===== config.mk =====
export PLATFORM = sky130hd
export DESIGN_NAME = flash_prog_ctrl
export DESIGN_NICKNAME = d
export VERILOG_FILES = /design/src/rtl/flash_prog_ctrl.sv
export SDC_FILE = /design/constraint.sdc
export NUM_CORES = 1
export LEC_CHECK = 0
export CAP_MARGIN = 40
export CORE_UTILIZATION = 30
export DETAILED_ROUTE_END_ITERATION = 8
export SLEW_MARGIN = 20
export SYNTH_ARGS = -nofsm -noshare
export SYNTH_HDL_FRONTEND = slang
export SYNTH_SLANG_ARGS = --single-unit

===== constraint.sdc =====
create_clock -name clk -period 2.07 [get_ports clk]
set_input_delay 0.414 -clock clk [delete_from_list [all_inputs] [get_ports clk]]
set_output_delay 0.414 -clock clk [all_outputs]
set_load 0.05 [all_outputs]

===== src/rtl/flash_prog_ctrl.sv =====
// SPI NOR command sequencer: expands host commands into WREN / opcode / address / data / status-poll bytes.
// First spi_start 2 cycles after accept; CS stays asserted while program data is not offered (wr_valid low).
module flash_prog_ctrl #(
    parameter int POLL_GAP  = 16,
    parameter int MAX_POLLS = 65535
) (
    input  logic        clk,
    input  logic        reset,
    input  logic        cmd_valid,
    output logic        cmd_ready,
    input  logic [1:0]  cmd_op,
    input  logic [23:0] cmd_addr,
    input  logic [7:0]  cmd_len,
    input  logic [7:0]  wr_data,
    input  logic        wr_valid,
    output logic        wr_ready,
    output logic        busy,
    output logic        done,
    output logic        error,
    output logic [7:0]  status,
    output logic        spi_cs,
    output logic        spi_start,
    output logic [7:0]  spi_tx,
    input  logic [7:0]  spi_rx,
    input  logic        spi_done
);
    localparam int          GAP_W     = $clog2(POLL_GAP + 1);
    localparam logic [15:0] POLL_LAST = 16'(MAX_POLLS - 1);

    localparam logic [1:0] OP_PP   = 2'b00;
    localparam logic [1:0] OP_SE   = 2'b01;
    localparam logic [1:0] OP_RDSR = 2'b10;
    localparam logic [1:0] OP_CE   = 2'b11;

    typedef enum logic [2:0] {
        S_IDLE, S_CS_SETUP, S_XFER, S_XWAIT, S_CS_GAP, S_DATA_WAIT, S_POLL_GAP, S_DONE
    } state_t;

    // Which flash transaction (one CS assertion) is currently being issued.
    typedef enum logic [1:0] {K_WREN, K_MAIN, K_POLL, K_RDSR} kind_t;

    typedef struct packed {
        logic [1:0]  op;
        logic [23:0] addr;
    } cmd_t;

    state_t             state;
    kind_t              kind;
    cmd_t               cmd;
    logic [1:0]         idx;
    logic [7:0]         len_cnt;
    logic               in_data;
    logic               finish;
    logic [15:0]        poll_cnt;
    logic [GAP_W-1:0]   gap_cnt;

    logic [1:0]         last_idx;
    logic               enter_data;
    logic               txn_end;

    function automatic logic [7:0] byte_at(input kind_t k, input logic [1:0] i, input cmd_t c);
        logic [7:0] b;
        b = 8'h00;
        case (k)
            K_WREN: b = 8'h06;
            K_MAIN: begin
                case (i)
                    2'd0: begin
                        case (c.op)
                            OP_PP:   b = 8'h02;
                            OP_SE:   b = 8'h20;
                            OP_RDSR: b = 8'h05;
                            default: b = 8'hC7;
                        endcase
                    end
                    2'd1:    b = c.addr[23:16];
                    2'd2:    b = c.addr[15:8];
                    default: b = c.addr[7:0];
                endcase
            end
            default: b = (i == 2'd0) ? 8'h05 : 8'h00;
        endcase
        return b;
    endfunction

    always_comb begin
        last_idx = 2'd1;
        case (kind)
            K_WREN:  last_idx = 2'd0;
            K_MAIN:  last_idx = (cmd.op == OP_CE) ? 2'd0 : 2'd3;
            default: last_idx = 2'd1;
        endcase
    end

    // Page program leaves the opcode/address phase for the data phase instead of closing CS.
    assign enter_data = !in_data && (kind == K_MAIN) && (cmd.op == OP_PP) && (idx == 2'd3);
    assign txn_end    = in_data ? (len_cnt == 8'd0) : ((idx == last_idx) && !enter_data);

    assign cmd_ready = (state == S_IDLE) && !reset;
    assign busy      = (state != S_IDLE);

    always_ff @(posedge clk) begin
        if (reset) begin
            state     <= S_IDLE;
            kind      <= K_WREN;
            cmd       <= '0;
            idx       <= '0;
            len_cnt   <= '0;
            in_data   <= 1'b0;
            finish    <= 1'b0;
            poll_cnt  <= '0;
            gap_cnt   <= '0;
            done      <= 1'b0;
            error     <= 1'b0;
            status    <= '0;
            spi_cs    <= 1'b0;
            spi_start <= 1'b0;
            spi_tx    <= '0;
            wr_ready  <= 1'b0;
        end else begin
            spi_start <= 1'b0;
            done      <= 1'b0;
            case (state)
                S_IDLE: begin
                    if (cmd_valid && cmd_ready) begin
                        cmd      <= '{op: cmd_op, addr: cmd_addr};
                        len_cnt  <= cmd_len;
                        error    <= 1'b0;
                        poll_cnt <= '0;
                        finish   <= 1'b0;
                        kind     <= (cmd_op == OP_RDSR) ? K_RDSR : K_WREN;
                        spi_cs   <= 1'b1;
                        state    <= S_CS_SETUP;
                    end
                end
                S_CS_SETUP: begin
                    spi_start <= 1'b1;
                    spi_tx    <= byte_at(kind, 2'd0, cmd);
                    idx       <= 2'd0;
                    in_data   <= 1'b0;
                    state     <= S_XFER;
                end
                S_XFER: state <= S_XWAIT;
                S_XWAIT: begin
                    if (spi_done) begin
                        if (txn_end) begin
                            spi_cs  <= 1'b0;
                            gap_cnt <= GAP_W'(1);
                            state   <= S_CS_GAP;
                            case (kind)
                                K_WREN: kind <= K_MAIN;
                                K_MAIN: kind <= K_POLL;
                                K_RDSR: begin
                                    status <= spi_rx;
                                    finish <= 1'b1;
                                end
                                default: begin
                                    status   <= spi_rx;
                                    poll_cnt <= poll_cnt + 16'd1;
                                    if (!spi_rx[0]) begin
                                        finish <= 1'b1;
                                    end else if (poll_cnt == POLL_LAST) begin
                                        error  <= 1'b1;
                                        finish <= 1'b1;
                                    end else begin
                                        gap_cnt <= GAP_W'(POLL_GAP - 1);
                                        state   <= S_POLL_GAP;
                                    end
                                end
                            endcase
                        end else if (enter_data || in_data) begin
                            if (in_data) len_cnt <= len_cnt - 8'd1;
                            wr_ready <= 1'b1;
                            state    <= S_DATA_WAIT;
                        end else begin
                            idx       <= idx + 2'd1;
                            spi_tx    <= byte_at(kind, idx + 2'd1, cmd);
                            spi_start <= 1'b1;
                            state     <= S_XFER;
                        end
                    end
                end
                S_DATA_WAIT: begin
                    if (wr_valid) begin
                        wr_ready  <= 1'b0;
                        spi_tx    <= wr_data;
                        spi_start <= 1'b1;
                        in_data   <= 1'b1;
                        state     <= S_XFER;
                    end
                end
                S_CS_GAP: begin
                    if (gap_cnt == '0) begin
                        if (finish) begin
                            done  <= 1'b1;
                            state <= S_DONE;
                        end else begin
                            spi_cs <= 1'b1;
                            state  <= S_CS_SETUP;
                        end
                    end else begin
                        gap_cnt <= gap_cnt - GAP_W'(1);
                    end
                end
                S_POLL_GAP: begin
                    if (gap_cnt == '0) begin
                        spi_cs <= 1'b1;
                        state  <= S_CS_SETUP;
                    end else begin
                        gap_cnt <= gap_cnt - GAP_W'(1);
                    end
                end
                S_DONE:  state <= S_IDLE;
                default: state <= S_IDLE;
            endcase
        end
    end
endmodule


==> metrics.csv <==
metric;value;unit
critPathKind;flip-flop to flip-flop;
netlist_area;4550;µm²
die-area;15600;µm²
syn_avg_cell_area;7.88;µm²
cp_data_required_time;2.27;ns
wl;13.6;mm
clockBufferDepth;2;
drt-vias-per-instance;5.20;
finClkSkew;0.00868;ns
path_common_cell;buf_4;
period_needed;2.12;ns
gp_congestion;0.844;
cts_made_buffers;9;
ys_warn_count;0;
n_antenna_cell;0;
synthCells;577;
start_util;0.310;
finalSetupViolCount;8;
dr.pass1.iters;5;
worstPathArrival;2.33;ns
fillers;1441;
yosysSeqAreaShare;0.374;
drc_errors;0;
critPathTopFamily;simple AND/OR/NAND/NOR gates;
holdCritPathClass;flip-flop to flip-flop;
syn_nets;646;
finalHoldViolCount;0;
cap_violations;0;
rsz0062_at_grt;yes;
cp_slowest_cell;or4_4;
vias;4655;
cts_tree;built;
cts-root-buf;clkbuf_16;
worstPathMaxFanout;5;
drtIter0Drc;351;
grt.overflow.total;0;
relSlewSlack;0.450;
htreeDepth;3;
yosys.area.top_type;dfxtp_1;
io_buffers;77;
slowest_delay;0.50;ns
layout-drive-gt1-share;0.222;
min_period_over_period;1.03;
synth_edf_count;0;
final_common_cell;dfxtp_1;
violations;setup timing;
worstPathCellList;ha_2 > or4_4 > buf_4 > o211ai_1 > buf_4 > and3_4 > a31o_2 > a21oi_1;
end_kind;flip-flop;
grt_pass1_vias;4573;
clock_latency;0.36;ns
dp_hpwl;9.92;mm
fp.dieH;125;µm
grt_max_degree;79;
grt_usage;0.176;
vdd_drop_max;0.808;mV
ios;78;
synth_area_leaders;dfxtp_1 (37%), nand2_1 (5.8%), o21ai_0 (5.5%), nor2_1 (5.0%), nand2b_1 (4.7%);
nNetsFinal;776;
synth_largest_type_area_fraction;0.374;
cp-start-kind;flip-flop;
placed_area;6030;µm²
synth-seq-cells;85;
synthDistinctLibCells;63;
post-route-cell-area;6700;µm²
setup_slack;-0.0544;ns
path_clk_slew;0.07;ns
core_area;14600;µm²
synthArstFlopShare;0;
grt_pass1_wl;22.3;mm
ant_nets;0;
drv_slew;0;
cts_sinks;85;
post_drt_wl_per_cell;15.2;µm
die_w;125;µm
tightestPinTransition;0.825;ns
finalPower;6.30;mW
area_delta_synth_final;47.3;%
p_per_area;941;nW/µm²
rows;44;
grt_antenna_before_repair;0;
leakagePower;2.51;nW
status;finished, violations left;
synth_ff_type;dfxtp_1;
crit_buf_inv;2;
final_cell_mix;dfxtp_1 (82), clkdlybuf4s50_1 (73), nand2_1 (70);
max_freq;471;MHz
ctsHoldBuffers;0;
==> sequential cells by signal (all words and copies together) (netlist names) <==
| signal | cells |
|---|---|
| idx | 2 |
| error | 1 |
| spi_start | 1 |
| gap_cnt | 5 |
| finish | 1 |
| kind | 2 |
| in_data | 1 |
| cmd | 26 |
| len_cnt | 8 |
| done | 1 |
| status | 8 |
| state | 3 |
| wr_ready | 1 |
| poll_cnt | 16 |
| spi_tx | 8 |
| spi_cs | 1 |
==> stage by stage <==
step           setup TNS (ns)  worst slack, ns  hold slack [ns]  cells   util
5_1_grt                 -1.86           -0.150            0.497    896  0.457
4_1_cts                -0.131          -0.0497            0.478    893  0.444
3_3_place_gp           -16.74           -0.475            0.456    874  0.412
3_5_place_dp           -19.61           -0.527            0.466    874  0.412
2_1_floorplan        -0.00306         -0.00306            0.442    577      -
6_report               -0.187          -0.0544            0.474    896  0.457
==> worst reg2reg max path, cell delays in order, from the launching register on <==
cell	delay, ns
dfxtp_2	0.33
ha_2	0.21
or4_4	0.50
buf_4	0.15
o211ai_1	0.16
buf_4	0.22
and3_4	0.19
a31o_2	0.15
a21oi_1	0.05
==> synthesized netlist by cell type (3+ instances only) <==
cell      count
buf_2         6
a21o_1        3
o31ai_1       6
or4_1         4
o21ai_0      50
and2_1        7
or3_1        12
dfxtp_1      85
a22oi_1       6
a221oi_1     10
nand3b_1      4
a31oi_1       5
a211oi_1     13
nor2_1       60
a222oi_1      3
clkbuf_1     27
nor3_1        9
nand2_1      70
and3_1        5
nand3_1      20
nand2b_1     34
mux2i_1      13
nor3b_1       3
nor2b_1       5
o211ai_1      4
a21oi_1      38
nand4_1       6
ha_1         14
inv_1        14
==> what timing repair did <==
action | 4_1_cts | 5_1_grt
pin swaps | 8 | 23
gates cloned | 0 | 1
setup endpoints to repair | 39 | 43
resized for setup | 24 | 40
buffers inserted | 3 | 2
==> area by class of cell <==
type | count | area [µm²] | share of cell area
multi-input combinational | 443 | 2910 | 0.434
timing repair buffer | 153 | 1450 | 0.216
clock inverter | 7 | 128 | 0.0191
tap | 184 | 230 | 0.0344
inverter | 15 | 58.8 | 0.00878
sequential | 85 | 1710 | 0.255
clock buffer | 9 | 225 | 0.0336
==> logic make-up after synthesis <==
| logic type | after synthesis | share of synthesized area |
|---|---|---|
| buf+inv | 49 | 0.0438 |
| mux | 14 | 0.0311 |
| simple gates | 252 | 0.279 |
| flops | 85 | 0.374 |
| xor+xnor | 2 | 0.00385 |
| compound gates | 161 | 0.229 |
| fa+ha+maj | 14 | 0.0385 |
==> worst paths after layout <==
check	startpoint	to	cells past startpoint	slack, ns
setup / recovery	cmd[24]	kind[0]	8	-0.05
hold / removal	cmd[6]	cmd[6]	2	0.47
setup reg to reg	cmd[24]	kind[0]	8	-0.05
hold reg to reg	cmd[6]	cmd[6]	2	0.47
==> power by group <==
part	internal, mW	switching (mW)
combinational	1.10	1.28
sequential	1.85	0.139
clock	1.20	0.734
==> layer usage <==
metal	up-vias	routed length (µm)	track usage
met3	22	556	0.0329
met2	104	6610	0.306
met4	0	315	0.0775
met5	-	0	0
li1	2335	-	-
met1	2194	6100	0.213
No activity file was read; power rests on OpenSTA's default activity.
